`config.mk`:
```
export PLATFORM = sky130hd
export DESIGN_NAME = serial_collector
export DESIGN_NICKNAME = d
export VERILOG_FILES = /design/src/rtl/serial_collector_pkg.sv /design/src/rtl/serial_collector_bit_counter.sv /design/src/rtl/serial_collector.sv
export SDC_FILE = /design/constraint.sdc
export NUM_CORES = 1
export LEC_CHECK = 0
export CAP_MARGIN = 20
export CELL_PAD_IN_SITES_DETAIL_PLACEMENT = 1
export CELL_PAD_IN_SITES_GLOBAL_PLACEMENT = 1
export CORE_AREA = 2 2 54 56
export CTS_CLUSTER_DIAMETER = 100
export DETAILED_ROUTE_END_ITERATION = 8
export DIE_AREA = 0 0 56 58
export PLACE_DENSITY = 0.65
export SYNTH_ARGS = -nofsm -noshare
export SYNTH_HDL_FRONTEND = slang
export SYNTH_SLANG_ARGS = --single-unit
export TNS_END_PERCENT = 1
```
`constraint.sdc`:
```
create_clock -name clk -period 1.8 [get_ports clk]
set_clock_uncertainty 0.2 [all_clocks]
set_input_delay 0.36 -clock clk [delete_from_list [all_inputs] [get_ports clk]]
set_output_delay 0.36 -clock clk [all_outputs]
set_load 0.03 [all_outputs]
```
`src/rtl/serial_collector_pkg.sv`:
```
// Shared types for the serial collector: FSM state encoding and shift-direction constants.
// The direction constants match the ALU shifter that feeds this block.
package serial_collector_pkg;

    typedef enum logic [1:0] {
        SC_IDLE    = 2'd0,
        SC_COLLECT = 2'd1,
        SC_PARITY  = 2'd2,
        SC_FULL    = 2'd3
    } sc_state_t;

    localparam logic DIR_MSB_FIRST = 1'b0;
    localparam logic DIR_LSB_FIRST = 1'b1;

endpackage

```
`src/rtl/serial_collector_bit_counter.sv`:
```
// Bit counter for the serial collector: counts accepted data bits and flags the bit
// that completes a word, wrapping back to zero on that same edge.
module bit_counter #(
    parameter int WIDTH = 4
) (
    input  logic clk,
    input  logic rst_n,
    input  logic inc,
    input  logic clr,
    output logic wrap
);

    localparam int CNT_W = $clog2(WIDTH + 1);

    logic [CNT_W-1:0] count;

    // High on the increment that would make count reach WIDTH.
    assign wrap = inc && (count == CNT_W'(WIDTH - 1));

    // NOTE: sequential state uses non-blocking assignments so every register samples
    // pre-edge values; blocking here would create order-dependent simulation races.
    always_ff @(posedge clk or negedge rst_n) begin
        if (!rst_n) begin
            count <= '0;
        end else if (clr || wrap) begin
            count <= '0;
        end else if (inc) begin
            count <= count + 1'b1;
        end
    end

endmodule

```
`src/rtl/serial_collector.sv`:
```
// Serial-in/parallel-out collector with valid/ack output handshake and bit backpressure.
// Optional even-parity trailer bit enabled by defining SERIAL_COLLECTOR_PARITY_EN.
module serial_collector
    import serial_collector_pkg::*;
#(
    parameter int WIDTH = 4
) (
    input  logic             clk,
    input  logic             rst_n,
    input  logic             clear,
    input  logic             bit_in,
    input  logic             bit_valid,
    output logic             bit_ready,
    input  logic             dir,
    output logic [WIDTH-1:0] out,
    output logic             out_valid,
    input  logic             out_ack,
    output logic             parity_err
);

    sc_state_t        state;
    sc_state_t        state_next;
    logic [WIDTH-1:0] shreg;
    logic [WIDTH-1:0] shift_next;
    logic             dir_q;
    logic             dir_eff;
    logic             shift_en;
    logic             wrap;
    logic             ack_take;
`ifdef SERIAL_COLLECTOR_PARITY_EN
    logic             parity_take;
    logic             parity_q;
`endif

    bit_counter #(.WIDTH(WIDTH)) u_bit_counter (
        .clk   (clk),
        .rst_n (rst_n),
        .inc   (shift_en),
        .clr   (clear),
        .wrap  (wrap)
    );

    // State register
    always_ff @(posedge clk or negedge rst_n) begin
        if (!rst_n) begin
            state <= SC_IDLE;
        end else begin
            state <= state_next;
        end
    end

    // Next-state logic
    // NOTE: every combinational output gets a default first so no path leaves it
    // unassigned, which would otherwise infer a latch.
    always_comb begin
        state_next = state;
        if (clear) begin
            state_next = SC_IDLE;
        end else begin
            case (state)
                SC_IDLE:    if (shift_en) state_next = SC_COLLECT;
                SC_COLLECT: begin
                    if (shift_en && wrap) begin
`ifdef SERIAL_COLLECTOR_PARITY_EN
                        state_next = SC_PARITY;
`else
                        state_next = SC_FULL;
`endif
                    end
                end
`ifdef SERIAL_COLLECTOR_PARITY_EN
                SC_PARITY:  if (parity_take) state_next = SC_FULL;
`endif
                SC_FULL:    if (out_ack) state_next = SC_IDLE;
                default:    state_next = SC_IDLE;
            endcase
        end
    end

    // FSM outputs
    always_comb begin
        bit_ready = (state != SC_FULL);
        shift_en  = bit_valid && ((state == SC_IDLE) || (state == SC_COLLECT));
        ack_take  = out_ack && (state == SC_FULL);
`ifdef SERIAL_COLLECTOR_PARITY_EN
        parity_take = bit_valid && (state == SC_PARITY);
`endif
    end

    // Direction is taken live on the first bit of a frame, then frozen in dir_q.
    assign dir_eff = (state == SC_IDLE) ? dir : dir_q;

    always_comb begin
        if (dir_eff == DIR_MSB_FIRST) begin
            shift_next = {shreg[WIDTH-2:0], bit_in};
        end else begin
            shift_next = {bit_in, shreg[WIDTH-1:1]};
        end
    end

    // NOTE: shreg and out are small control-path registers, so they take the async
    // reset; a large storage array would normally be left unreset.
    always_ff @(posedge clk or negedge rst_n) begin
        if (!rst_n) begin
            shreg     <= '0;
            dir_q     <= DIR_MSB_FIRST;
            out       <= '0;
            out_valid <= 1'b0;
        end else if (clear) begin
            shreg     <= '0;
            out       <= '0;
            out_valid <= 1'b0;
        end else begin
            if (shift_en) begin
                shreg <= shift_next;
                if (state == SC_IDLE) dir_q <= dir;
                if (wrap) begin
                    out <= shift_next;
`ifndef SERIAL_COLLECTOR_PARITY_EN
                    out_valid <= 1'b1;
`endif
                end
            end
`ifdef SERIAL_COLLECTOR_PARITY_EN
            if (parity_take) out_valid <= 1'b1;
`endif
            if (ack_take) out_valid <= 1'b0;
        end
    end

`ifdef SERIAL_COLLECTOR_PARITY_EN
    // Even parity over the held word plus the trailer bit; nonzero means mismatch.
    always_ff @(posedge clk or negedge rst_n) begin
        if (!rst_n) begin
            parity_q <= 1'b0;
        end else if (clear || ack_take) begin
            parity_q <= 1'b0;
        end else if (parity_take) begin
            parity_q <= ^{out, bit_in};
        end
    end

    assign parity_err = parity_q;
`else
    assign parity_err = 1'b0;
`endif

endmodule

```
* After elaboration in Yosys (flattened, before gate mapping)
Cells that the tools add are included.
Storage, ports and cells: bits in registers 15, output and inout bits 7, logic and storage cells 49
Cells by class: add/subtract/negate cells 1, equality and inequality tests 7, mux-type cells 18, bitwise operators 1, reduce and logical (&&, ||, !) cells 16
Operators by type and width (count):
- 2-to-1 mux 4 bit | 6
- inequality test 3 bit (second input constant) | 3
- 2-to-1 mux 2 bit | 4
- 2-to-1 mux 3 bit | 2
- one-hot mux 2 bit (3 select lines) | 1
- AND reduction 2 bit | 3
- nonzero test 2 bit | 3
- nonzero test 3 bit | 2
- 2-to-1 mux 1 bit | 5
- logical AND 1 bit | 4
- adder 3 x 1 -> 3 bit (second input constant) | 1
- == test 3 x 2 -> 1 bit (second input constant) | 1
- AND reduction 3 bit | 1
- == test 2 x 1 -> 1 bit (second input constant) | 1
- == test 2 bit (second input constant) | 1
- logical NOT 2 bit | 1
- logical OR 1 bit | 2
- inequality test 2 bit (second input constant) | 1
- inverter 1 bit | 1

* Logic depth before layout (Yosys ltp)
Gate-level depths: netlist of run 1.
depth in word-level cells 8, mapped depth 6, depth with buffers taken out 5

* Cells and area by module
A second synthesis of run 1 with hierarchy kept.
Second synthesis, totals: cells, all modules 75, area total of the unflattened synthesis 769.5 sq um
Modules (own cells, without submodules):
- serial_collector | instances 1, cells an instance 60, area an instance 603.1 sq um, seq. area each 300.3 sq um
- bit_counter | instances 1, cells an instance 15, area an instance 166.4 sq um, seq. area each 75.1 sq um

* Worst setup path after synthesis of run 1
OpenSTA, ideal clock, no wires.
path kind register to register, start register u_bit_counter.count[0], end register state[1], arrival 1227 ps, required time 1465 ps, path slack 238 ps, cell stages (with the launch flop) 7, buffers on the path 1, cells stage by stage dfrtp_1 > ha_1 > ha_1 > and3b_1 > buf_4 > a21oi_1 > nor3b_1
Between the ends: cells in the longest elaborated chain, start to end 5
RTL lines:
- start: declaration | RTL line serial_collector_bit_counter.sv:15 | logic [CNT_W-1:0] count;
- start signal: assignment | RTL line serial_collector_bit_counter.sv:28 | count <= count + 1'b1;
- == test 3 x 2 -> 1 bit | RTL line serial_collector_bit_counter.sv:18 | assign wrap = inc && (count == CNT_W'(WIDTH - 1));
- logical AND 1 bit | RTL line serial_collector_bit_counter.sv:18
- logical AND 1 bit | RTL line serial_collector.sv:63 | if (shift_en && wrap) begin
- inequality test 3 bit (no source line)
- AND reduction 3 bit (no source line)
- end signal: assignment | RTL line serial_collector.sv:48 | state <= state_next;
- end: declaration | RTL line serial_collector.sv:21 | sc_state_t state;
Every way passes these cells. A chain may end at the register's enable or synchronous reset.

* Worst setup path after layout of run 1
start register u_bit_counter.count[0], end register out[3]
Between the ends: cells in the longest elaborated chain, start to end 4
RTL lines:
- == test 3 x 2 -> 1 bit | RTL line serial_collector_bit_counter.sv:18
- logical AND 1 bit | RTL line serial_collector_bit_counter.sv:18
- nonzero test 2 bit (no source line)
- AND reduction 2 bit (no source line)
- end signal: assignment | RTL line serial_collector.sv:118 | out <= shift_next;
- end: declaration | RTL line serial_collector.sv:15 | output logic [WIDTH-1:0] out,
Every way passes these cells.

==> results of run 1 <==
==> how the worst max path moves through the flow <==
stage	to	depth (start not counted)	slack (ns)	start
after global placement	out[3]	5	-0.08	bit_valid
after floorplan	state[1]	6	0.24	u_bit_counter.count[0]
final	out[3]	6	0.06	u_bit_counter.count[0]
after CTS	out[3]	6	0.008	u_bit_counter.count[0]
after global routing	out[3]	6	-0.004	u_bit_counter.count[0]
after detailed placement	out[3]	5	-0.14	bit_valid
==> cell usage after synthesis, drive strengths merged (2+ instances only) <==
| cell | instances | area [µm²] |
|---|---|---|
| ha | 2 | 25.0 |
| nand2 | 4 | 15.0 |
| a311oi | 5 | 43.8 |
| nor3b | 2 | 26.3 |
| nor2 | 8 | 30.0 |
| nand3 | 4 | 20.0 |
| o21bai | 4 | 30.0 |
| buf | 5 | 36.3 |
| a31oi | 4 | 25.0 |
| o21ai | 6 | 30.0 |
| dfrtp | 15 | 375 |
| or3 | 2 | 12.5 |
| inv | 2 | 7.51 |
| a21oi | 4 | 20.0 |
==> per-stage QoR <==
stage	cell area [µm²]	hold slack, ns	power [mW]
floorplan	773	-0.136	0.433
global placement	927	0.312	0.475
detailed placement	927	0.332	0.479
CTS	948	0.188	0.680
global route	968	0.210	0.714
finish	968	0.190	0.671
==> sequential cells by signal, indices dropped and copies added, names as in the netlist <==
signal               flops
out                      4
shreg                    4
out_valid                1
u_bit_counter.count      3
state                    2
dir_q                    1
==> where the power goes <==
group | total, mW | switching, mW | internal, mW
Sequential | 0.368 | 0.0148 | 0.353
Clock | 0.198 | 0.115 | 0.0824
Combinational | 0.105 | 0.0590 | 0.0458
==> logic make-up (layout without fill, tap and decap cells) <==
family / count (synthesis) / after routing / share of synthesized area
AO/OA/AOI/OAI: 26 / 26 / 0.223
buffers and inverters: 8 / 24 / 0.0615
other: 1 / 1 / 0.00485
flip-flops: 15 / 15 / 0.485
adder cells (fa/ha/maj): 2 / 2 / 0.0324
AND/OR/NAND/NOR: 25 / 25 / 0.193
==> routing by layer <==
layer  global-route usage  vias to the layer above  routed length (µm)
li1                     -                      314                   -
met1                0.165                      325                 857
met2                0.225                       25                 924
met3               0.0223                        2                  97
met4               0.0544                        0                  10
met5                    0                        -                   0
==> repair_timing <==
item                                    in CTS  in global routing
endpoints found under the setup margin       5                  7
pin swaps                                    0                  0
gates cloned                                 0                  0
resized for setup                            5                  5
hold buffers                                 0                  0
setup buffers                                0                  1
==> final cells by class <==
cell class	instances	area [µm²]	area share
well taps	31	38.8	0.0401
flip-flops and latches	15	377	0.389
clock buffers	3	22.5	0.0233
inverters	2	7.51	0.00775
repair buffers	18	156	0.161
clock inverters	1	5.00	0.00517
multi-input cells	54	362	0.373
==> worst reg2reg max path, cell delays in order, from the launching register on <==
cell and delay (ns):
dfrtp_1 0.41, ha_2 0.19, ha_1 0.19, and3b_2 0.25, buf_4 0.16, o21bai_1 0.14, a31oi_1 0.07
==> summary.md, run 1 <==
| Metric | Value |
|---|---|
| Initial DRC Count | 12 |
| Max Root-Sink Buffers | 2 |
| Required @ worst endpoint | 1.76 ns |
| Fin util | 0.364 |
| Final HPWL from detailed placement | 1430 µm |
| Yosys cell types | 28 |
| Worst-path maximum fanout | 5 |
| Critical path capture point type | register |
| CP top delay family | flip-flops |
| Commonest non-fill, non-tap cell in the layout | dfrtp_1 |
| Yosys reg bits | 15 |
| Hold Vio Cnt, Final | 0 |
| Drt via density | 5.37 |
| Placed cells | 119 |
| Layout overhead on the synthesized area | 25.2% |
| Die area | 3250 µm² |
| P per Cell Area | 692 nW/µm² |
| Max cap viols | 0 |
| Starting Density | 0.290 |
| Fmax | 575 MHz |
| Synth Flop Type | dfrtp_1 |
| CTS sink cnt | 15 |
| Tcrit/Tclk final | 0.966 |
| Total grt overflow | 0 |
| Clock transition at path regs | around 0.10 ns |
| Layout cells sized above 1 | 0.194 |
| CTS root buf | clkbuf_4 |
| Worst reg-to-reg path cell count | 6 |
| Min-Delay Path Class | primary input to asynchronous set/reset pin |
| Setup TNS | 0 ns |
| Routability cong. | 0.882 |
| First-pass GRT wire length | 3310 µm |
| Htree depth | 1 |
| Number of synthesized flops with an enable pin | 0 |
| Async S/R FF share, synth | 1.00 |
| R2R Path Start | u_bit_counter.count[0] |
| Core area | 2660 µm² |
| Per-cell routed wire length | 15.2 µm |
| Die width | 56 µm |
| Critical path class | register to register |
| Status | completed |
| Drt drc | 0 |
| Setup slack after layout | roughly 0.06 ns |
| Synthesized area per cell | 10.0 µm² |
| Post-route ant nets | 0 |
| CP startpoint kind | register |
| Routed vias | ~670 |
| DIE HEIGHT | 58 µm |
| Antenna cells | 0 |
| Max incr delay on CP | 0.41 ns |
| Non-Filler Instances | 124 |
| FILL cells | approximately 330 |
| Site Rows | 19 |
| Final min period | 1.74 ns |
| Syn_nets | 86 |
| FF-to-FF End | out[3] |
| GRT Util Overall | 0.132 |
| Max rail drop VDD | 296 µV |
| DR pass1 iterations | 4 |
| CTS tree | yes |
| Worst Path Buf+Inv | 1 |
| Port Buf Inserts | 12 |
| Syn Inst Count | 77 |
| Final nets | 103 |
| P_leak | between 0.4 and 0.5 nW |
| RSZ-0062 raised after global routing | true |
| Worst-path cell chain | ha_2 -> ha_1 -> and3b_2 -> buf_4 -> o21bai_1 -> a31oi_1 |
| Initial antenna violation count | 0 |
| CTS buffer count | 3 |
| CP arrival | roughly 1.7 ns |
| Most frequent cells in the layout | 14 x dfrtp_1, 8 x nor2_1, 7 x buf_4 |
| Post-placement worst setup slack | -0.141 ns |
| Slew Limit Fails | 0 |
| Top Ports | 14 |
| R2r setup slk | roughly 0.06 ns |
| Clock Latency Late Sink | 0.28 ns |
| Final WL | ~1900 µm |
| Vias in the first global route | 710 |
| Largest net degree at the start of global routing | 16 |
| Post-synthesis sequential area ratio | 0.485 |
| YS warnings | 0 |
| Post-Synthesis Cell Area | 773 µm² |
| Slowest library cell on the worst path | dfrtp_1 |
| Setup violators final | 0 |
No activity file was read; power rests on OpenSTA's default activity.
==> run 2, diff against run 1 <==
--- a/config.mk
+++ b/config.mk
@@ -5,6 +5,7 @@
 export SDC_FILE = /design/constraint.sdc
 export NUM_CORES = 1
 export LEC_CHECK = 0
+export ABC_AREA = 1
 export CAP_MARGIN = 20
 export CELL_PAD_IN_SITES_DETAIL_PLACEMENT = 1
 export CELL_PAD_IN_SITES_GLOBAL_PLACEMENT = 1
@@ -12,7 +13,7 @@
 export CTS_CLUSTER_DIAMETER = 100
 export DETAILED_ROUTE_END_ITERATION = 8
 export DIE_AREA = 0 0 56 58
-export PLACE_DENSITY = 0.65
+export PLACE_DENSITY = 0.68
 export SYNTH_ARGS = -nofsm -noshare
 export SYNTH_HDL_FRONTEND = slang
 export SYNTH_SLANG_ARGS = --single-unit
==> summary.md, run 2 <==
| Metric | Value |
|---|---|
| Worst reg-to-reg path cell count | 7 (+1) |
| Post-synthesis sequential area ratio | 0.482 (-0.00312) |
| Max Root-Sink Buffers | 2 (unchanged) |
| CP Launch Point | state[0] |
| GRT Util Overall | 0.135 (+0.00335) |
| Largest net degree at the start of global routing | 16 (unchanged) |
| Final HPWL from detailed placement | 1530 µm (+7.0%) |
| Vias in the first global route | 765 (+7.7%) |
| CTS tree | yes |
| R2R Path Start | u_bit_counter.count[0] |
| Yosys cell types | 18 (-36%) |
| Setup violators final | 0 (unchanged) |
| Slowest library cell on the worst path | dlygate4sd2_1 |
| Number of synthesized flops with an enable pin | 0 (unchanged) |
| Async S/R FF share, synth | 1.00 (unchanged) |
| Post-route cell area | 973 µm² (+0.52%) |
| CTS root buf | clkbuf_4 |
| Max incr delay on CP | 0.40 ns (about the same) |
| Routed vias | 690 (+3.6%) |
| Met1 usage | 0.167 (+0.00187) |
| Die area | 3250 µm² (unchanged) |
| Synth Flop Type | dfrtp_1 |
| Top Registers | out: 4 flops, shreg: 4 flops, u_bit_counter.count: 3 flops |
| FILL cells | 331 (+1.5%) |
| Layout overhead on the synthesized area | 25.1% |
| Grt peak-use layer | met2 |
| P_leak | 0.546 nW (+26%) |
| Cts hold-fix bufs | 0 (unchanged) |
| Final WL | 1850 µm (-2.2%) |
| Layout cells sized above 1 | 0.0917 (-0.102) |
| Routability cong. | 0.765 (-13%) |
| GR Util met2 | 0.225 (unchanged) |
| Synth area leader | dfrtp_1 |
| Area of the multi-input gates | 342 µm² (-5.5%) |
| Tcrit/Tclk final | 0.958 (-0.00817) |
| Clock transition at path regs | 0.09 ns (about the same) |
| Top Ports | 14 (unchanged) |
| YS warnings | 0 (unchanged) |
| Final nets | 130 (+26%) |
| Die width | 56 µm (unchanged) |
| Syn_nets | 111 (+29%) |
| Drt via density | 4.57 (-15%) |
| Starting Density | 0.292 (+0.00188) |
| CTS buffer count | 3 (unchanged) |
| Max cap viols | 0 (unchanged) |
| Placed Area | 955 µm² (+3.0%) |
| Slew Limit Fails | 0 (unchanged) |
| Worst-path cell chain | nand2_1 -> dlygate4sd2_1 |
| Setup TNS | 0 ns (unchanged) |
| Min-Delay Path Class | primary input to asynchronous set/reset pin |
| Total grt overflow | 0 (unchanged) |
| R2r setup slk | 0.24 ns (+0.18 ns) |
| Most frequent cells in the layout | 36 x nand2_1, 17 x nand3_1, 15 x dfrtp_1 |
| Initial DRC Count | 3 (-9) |
| Critical path endpoint | bit_ready |
| Status | completed |
| Site Rows | 19 (unchanged) |
| Yosys reg bits | 15 (unchanged) |
| CTS sink cnt | 15 (unchanged) |
| Critical path class | register to primary output |
| P per Cell Area | 839 nW/µm² (+21%) |
| Hold Vio Cnt, Final | 0 (unchanged) |
| Clock Latency Late Sink | 0.28 ns (about the same) |
| Storage cell area | 375 µm² (-0.33%) |
| Drt drc | 0 (unchanged) |
| Core area | 2660 µm² (unchanged) |
| Cell with the most instances after synthesis | nand2_1 |
| First-pass GRT wire length | 3310 µm (unchanged) |
| CP startpoint kind | register |
| Met3 usage | 0.0246 (+0.00223) |
| Initial antenna violation count | 0 (unchanged) |
| Post-Synthesis Cell Area | 778 µm² (+0.65%) |
| Worst-path maximum fanout | 2 (-3) |
| Largest cells by area after synthesis | dfrtp_1 48%, nand2_1 17%, nand3_1 11%, inv_1 5.8%, ha_1 3.2% |
| Syn Inst Count | 102 (+32%) |
| FF-to-FF End | out[3] |
| Synthesized area per cell | 7.63 µm² (-24%) |
| Per-cell routed wire length | 12.2 µm (-20%) |
| Htree depth | 1 (unchanged) |
| Required @ worst endpoint | 1.24 ns (-0.52 ns) |
| Antenna cells | 0 (unchanged) |
| CP arrival | 1.16 ns (-0.54 ns) |
| Commonest non-fill, non-tap cell in the layout | nand2_1 |
| Post-route ant nets | 0 (unchanged) |
| Final min period | 1.72 ns (-0.0147 ns) |
| Synth cell count leaders | 36 x nand2_1, 17 x nand3_1, 15 x dfrtp_1 |
| DIE HEIGHT | 58 µm (unchanged) |
| DR pass1 iterations | 3 (-1) |
| Synth top area share | 0.482 (-0.00312) |
| Port Buf Inserts | 12 (unchanged) |
| RSZ-0062 raised after global routing | false |
| Fmax | 580 MHz (+0.85%) |
| Max rail drop VDD | 393 µV (+33%) |
| Critical path capture point type | primary output |
run 2: critical path: cells and delay by family, from the launching register on:
| family | cells | cell delay (ns) |
|---|---|---|
| DFF | 1 | 0.39 |
| and+or+nand+nor | 1 | 0.09 |
| buffers and inverters | 1 | 0.40 |
run 2: kinds of logic after synthesis:
kind of cell / share of synthesized area
flip-flops: 0.482
AO/OA/AOI/OAI: 0.0579
adder cells (fa/ha/maj): 0.0321
other: 0.00482
buffers and inverters: 0.0788
AND/OR/NAND/NOR: 0.344
run 2: final cells by class:
cell class	instances	area share
clock buffer	4	0.0270
inverter	13	0.0501
multi-input combinational	72	0.351
sequential	15	0.386
tap	31	0.0398
timing repair buffer	16	0.147
run 2: worst min path at each step:
stage / from / to
2_1_floorplan: rst_n / dir_q
3_3_place_gp: u_bit_counter.count[2] / u_bit_counter.count[2]
3_5_place_dp: shreg[3] / shreg[3]
4_1_cts: rst_n / u_bit_counter.count[2]
5_1_grt: rst_n / u_bit_counter.count[2]
6_report: rst_n / out_valid
run 2: where the power goes:
group	switching (mW)	leakage [nW]	internal, mW	total (mW)
Combinational	0.135	0.333	0.0812	0.216
Sequential	0.0280	0.198	0.382	0.410
Clock	0.105	0.0150	0.0859	0.190
Total	0.268	0.546	0.549	0.817
run 2: per-layer routing:
| metal | routed length (µm) | vias up |
|---|---|---|
| met2 | 936 | 6 |
| met5 | 0 | - |
| met1 | 852 | 321 |
| li1 | - | 361 |
| met4 | 27 | 0 |
| met3 | 32 | 2 |
run 2: repair_timing:
action / in CTS / in global routing
setup buffers: 0 / 0
resized for setup: 6 / 0
setup endpoints to repair: 6 / 0
run 2: stage by stage:
step	utilization	setup slack (ns)	hold WS [ns]	std cells	total power [mW]
floorplan	-	0.395	-0.136	102	0.556
finish	0.366	0.0761	0.187	151	0.817
CTS	0.366	0.0676	0.195	151	0.831
global placement	0.359	0.0452	0.265	147	0.632
detailed placement	0.359	0.0102	0.277	147	0.647
global route	0.366	0.0172	0.208	151	0.885
==> variant (settings of run 1) <==
`WIDTH` is set to 4 in 2 places; all go to 8.
--- a/src/rtl/serial_collector_bit_counter.sv
+++ b/src/rtl/serial_collector_bit_counter.sv
@@ -1,7 +1,7 @@
 // Bit counter for the serial collector: counts accepted data bits and flags the bit
 // that completes a word, wrapping back to zero on that same edge.
 module bit_counter #(
-    parameter int WIDTH = 4
+    parameter int WIDTH = 8
 ) (
     input  logic clk,
     input  logic rst_n,
--- a/src/rtl/serial_collector.sv
+++ b/src/rtl/serial_collector.sv
@@ -3,7 +3,7 @@
 module serial_collector
     import serial_collector_pkg::*;
 #(
-    parameter int WIDTH = 4
+    parameter int WIDTH = 8
 ) (
     input  logic             clk,
     input  logic             rst_n,
Interface: changed (resized out); port bits go from 14 to 18. The function was not compared with the original's and may differ.
==> variant against run 1 <==
Synthesized area rose by 61%; design area rose by 58%; core utilization rose by 21 points; fmax rose by 0.70%; total power rose by 54%; setup slack improved by 0.012 ns; sequential cell count rose by 9; wire length rose by 66%; critical endpoint is now bit_ready.
==> variant: results (changes against run 1) <==
Min path
  • HP Class: in2async

Global routing
  • Initial antenna violation count: 0 (unchanged)
  • First-pass GRT wire length: 5310 um (+60%)
  • GRT Total Usage: 20.8% (+7.6 points)
  • Largest net degree at the start of global routing: 25 (+9)
  • Global route total overflow: 0 (unchanged)

Power
  • LEAKAGE: 0.655 nW (+51%)
  • Worst vdd ir: 0.000340 V (+15%)

Layout
  • Ant. Diodes: 0 (unchanged)
  • Largest registers: out x8, shreg x8, u_bit_counter.count x4
  • Final #Nets: 152 (+48%)
  • Post-Layout Cell Count: 174 (+40%)
  • Filler Cells Inserted: 296 (-9.2%)
  • Layout cell share with drive strength beyond 1: 22.4% (+3.0 points)

Setup path
  • Worst Setup SP: state[0]$_DFFE_PN0P_
  • Flop-to-flop setup slack: 0.09 ns (+0.03 ns)
  • FF-to-FF Start: state[1]$_DFFE_PN0P_
  • Crit path max-delay family: flip-flops
  • Worst setup path end: bit_ready
  • Worst path slowest cell: dfrtp_2
  • Critical Path AT: 1.17 ns (-0.53 ns)
  • Crit-path max FO: 6 (+1)
  • Max stage delay on crit path: 0.48 ns (+0.07 ns)
  • Worst r2r dst: out[1]$_DFFE_PN0P_
  • Worst r2r path cells: 3 (-3)

Logic synthesis
  • Synth Area per Inst: 10.4 um2 (+3.9%)
  • Synth unique cells: 35 (+25%)
  • YS warnings: 0 (unchanged)
  • Mapped Nets: 127 (+48%)
  • Post-synth top cells: dfrtp_1 (24), a311oi_1 (16), a21oi_1 (14), nor2_1 (9), nand3_1 (8)
  • Most common flop cell mapped by yosys: dfrtp_1
  • Top cells by area, synth: dfrtp_1 (48%), a311oi_1 (11%), a21oi_1 (5.6%), nand3_1 (3.2%), o21ai_1 (2.8%)
  • Sequential area share after synthesis: 48.4% (-0.16 points)

Clocking
  • Post-CTS Setup Bufs: 0 (unchanged)
  • Clock slew at reported path FFs: 0.14 ns (+0.04 ns)
  • Clock Path Buffers: 2 (unchanged)
  • Root Driver: clkbuf_4
  • Clk_lat worst skew: 0.32 ns (+0.04 ns)
  • H-Tree Level Count: 1 (unchanged)

Placement
  • GPL Wtd Cong: 0.773 (-12%)
  • Place WS: -0.204 ns (-0.0624 ns)
  • Number of port buffers: 16 (+4)
  • Hpwl dp: 2160 um (+51%)

Routing
  • Detailed Route Iter0 Violations: 34 (+22)
  • Detailed-route via count: 1055 (+58%)
  • WL/cell: 18.0 um (+18%)
  • TritonRoute pass-1 iters: 4 (unchanged)

Outcome
  • Status: finished clean

Timing
  • Slack of the critical path: 0.0735 ns (+0.0121 ns)
==> variant: report_power, final <==
group          internal (mW)  total, mW  switching [mW]
Clock                  0.123      0.290           0.167
Combinational         0.0697      0.164          0.0947
Sequential             0.561      0.581          0.0199
Total                  0.754       1.04           0.281
==> variant: final cells by class <==
class | count | area share [%]
flip-flops and latches | 24 | 39.3
multi-input cells | 83 | 37.3
inverters | 1 | 0.245
well taps | 31 | 2.53
clock buffers | 4 | 2.37
repair buffers | 31 | 18.2
==> variant: repair_timing <==
action / CTS / global route
gates resized for setup: 10 / 6
pin swaps: 0 / 0
setup endpoints to repair: 10 / 14
==> variant: cell families (layout without fill, tap and decap cells) <==
family	after synthesis	in the layout	synth area share, %
compound gates	43	43	23.9
fa+ha+maj	1	1	1.01
mux	1	1	0.907
simple gates	36	36	18.0
flops	24	24	48.4
buf+inv	12	36	6.75
xor+xnor	1	1	0.706
other cells	1	1	0.302
==> variant: through the flow <==
step                setup TNS [ns]  total power, mW  cell area, um2  hold slack [ns]
floorplan                        0            0.679            1240           -0.136
global placement             -2.55            0.743            1480            0.317
detailed placement           -3.29            0.751            1480            0.342
CTS                              0             1.04            1510            0.223
global route                     0             1.08            1530            0.226
finish                           0             1.04            1530            0.198
==> variant: routing by layer <==
layer  vias to the layer above  part of all wire, %  wire [um]  track usage, %
met5                         -                    0          0               0
met1                       544                   48       1520            27.7
li1                        495                    -          -               -
met2                        14                   48       1520            36.5
met3                         2                  2.6         81            2.23
met4                         0                 0.51         16            5.10
==> variant: how the worst min path moves through the flow <==
| stage | end | slack, ns | depth (start not counted) |
|---|---|---|---|
| after floorplan | dir_q$_DFFE_PN0P_ | -0.14 | 0 |
| after global placement | dir_q$_DFFE_PN0P_ | 0.32 | 1 |
| after detailed placement | dir_q$_DFFE_PN0P_ | 0.34 | 1 |
| after CTS | u_bit_counter.count[1]$_DFFE_PN0P_ | 0.22 | 2 |
| after global routing | u_bit_counter.count[1]$_DFFE_PN0P_ | 0.23 | 2 |
| final | u_bit_counter.count[0]$_DFFE_PN0P_ | 0.20 | 2 |
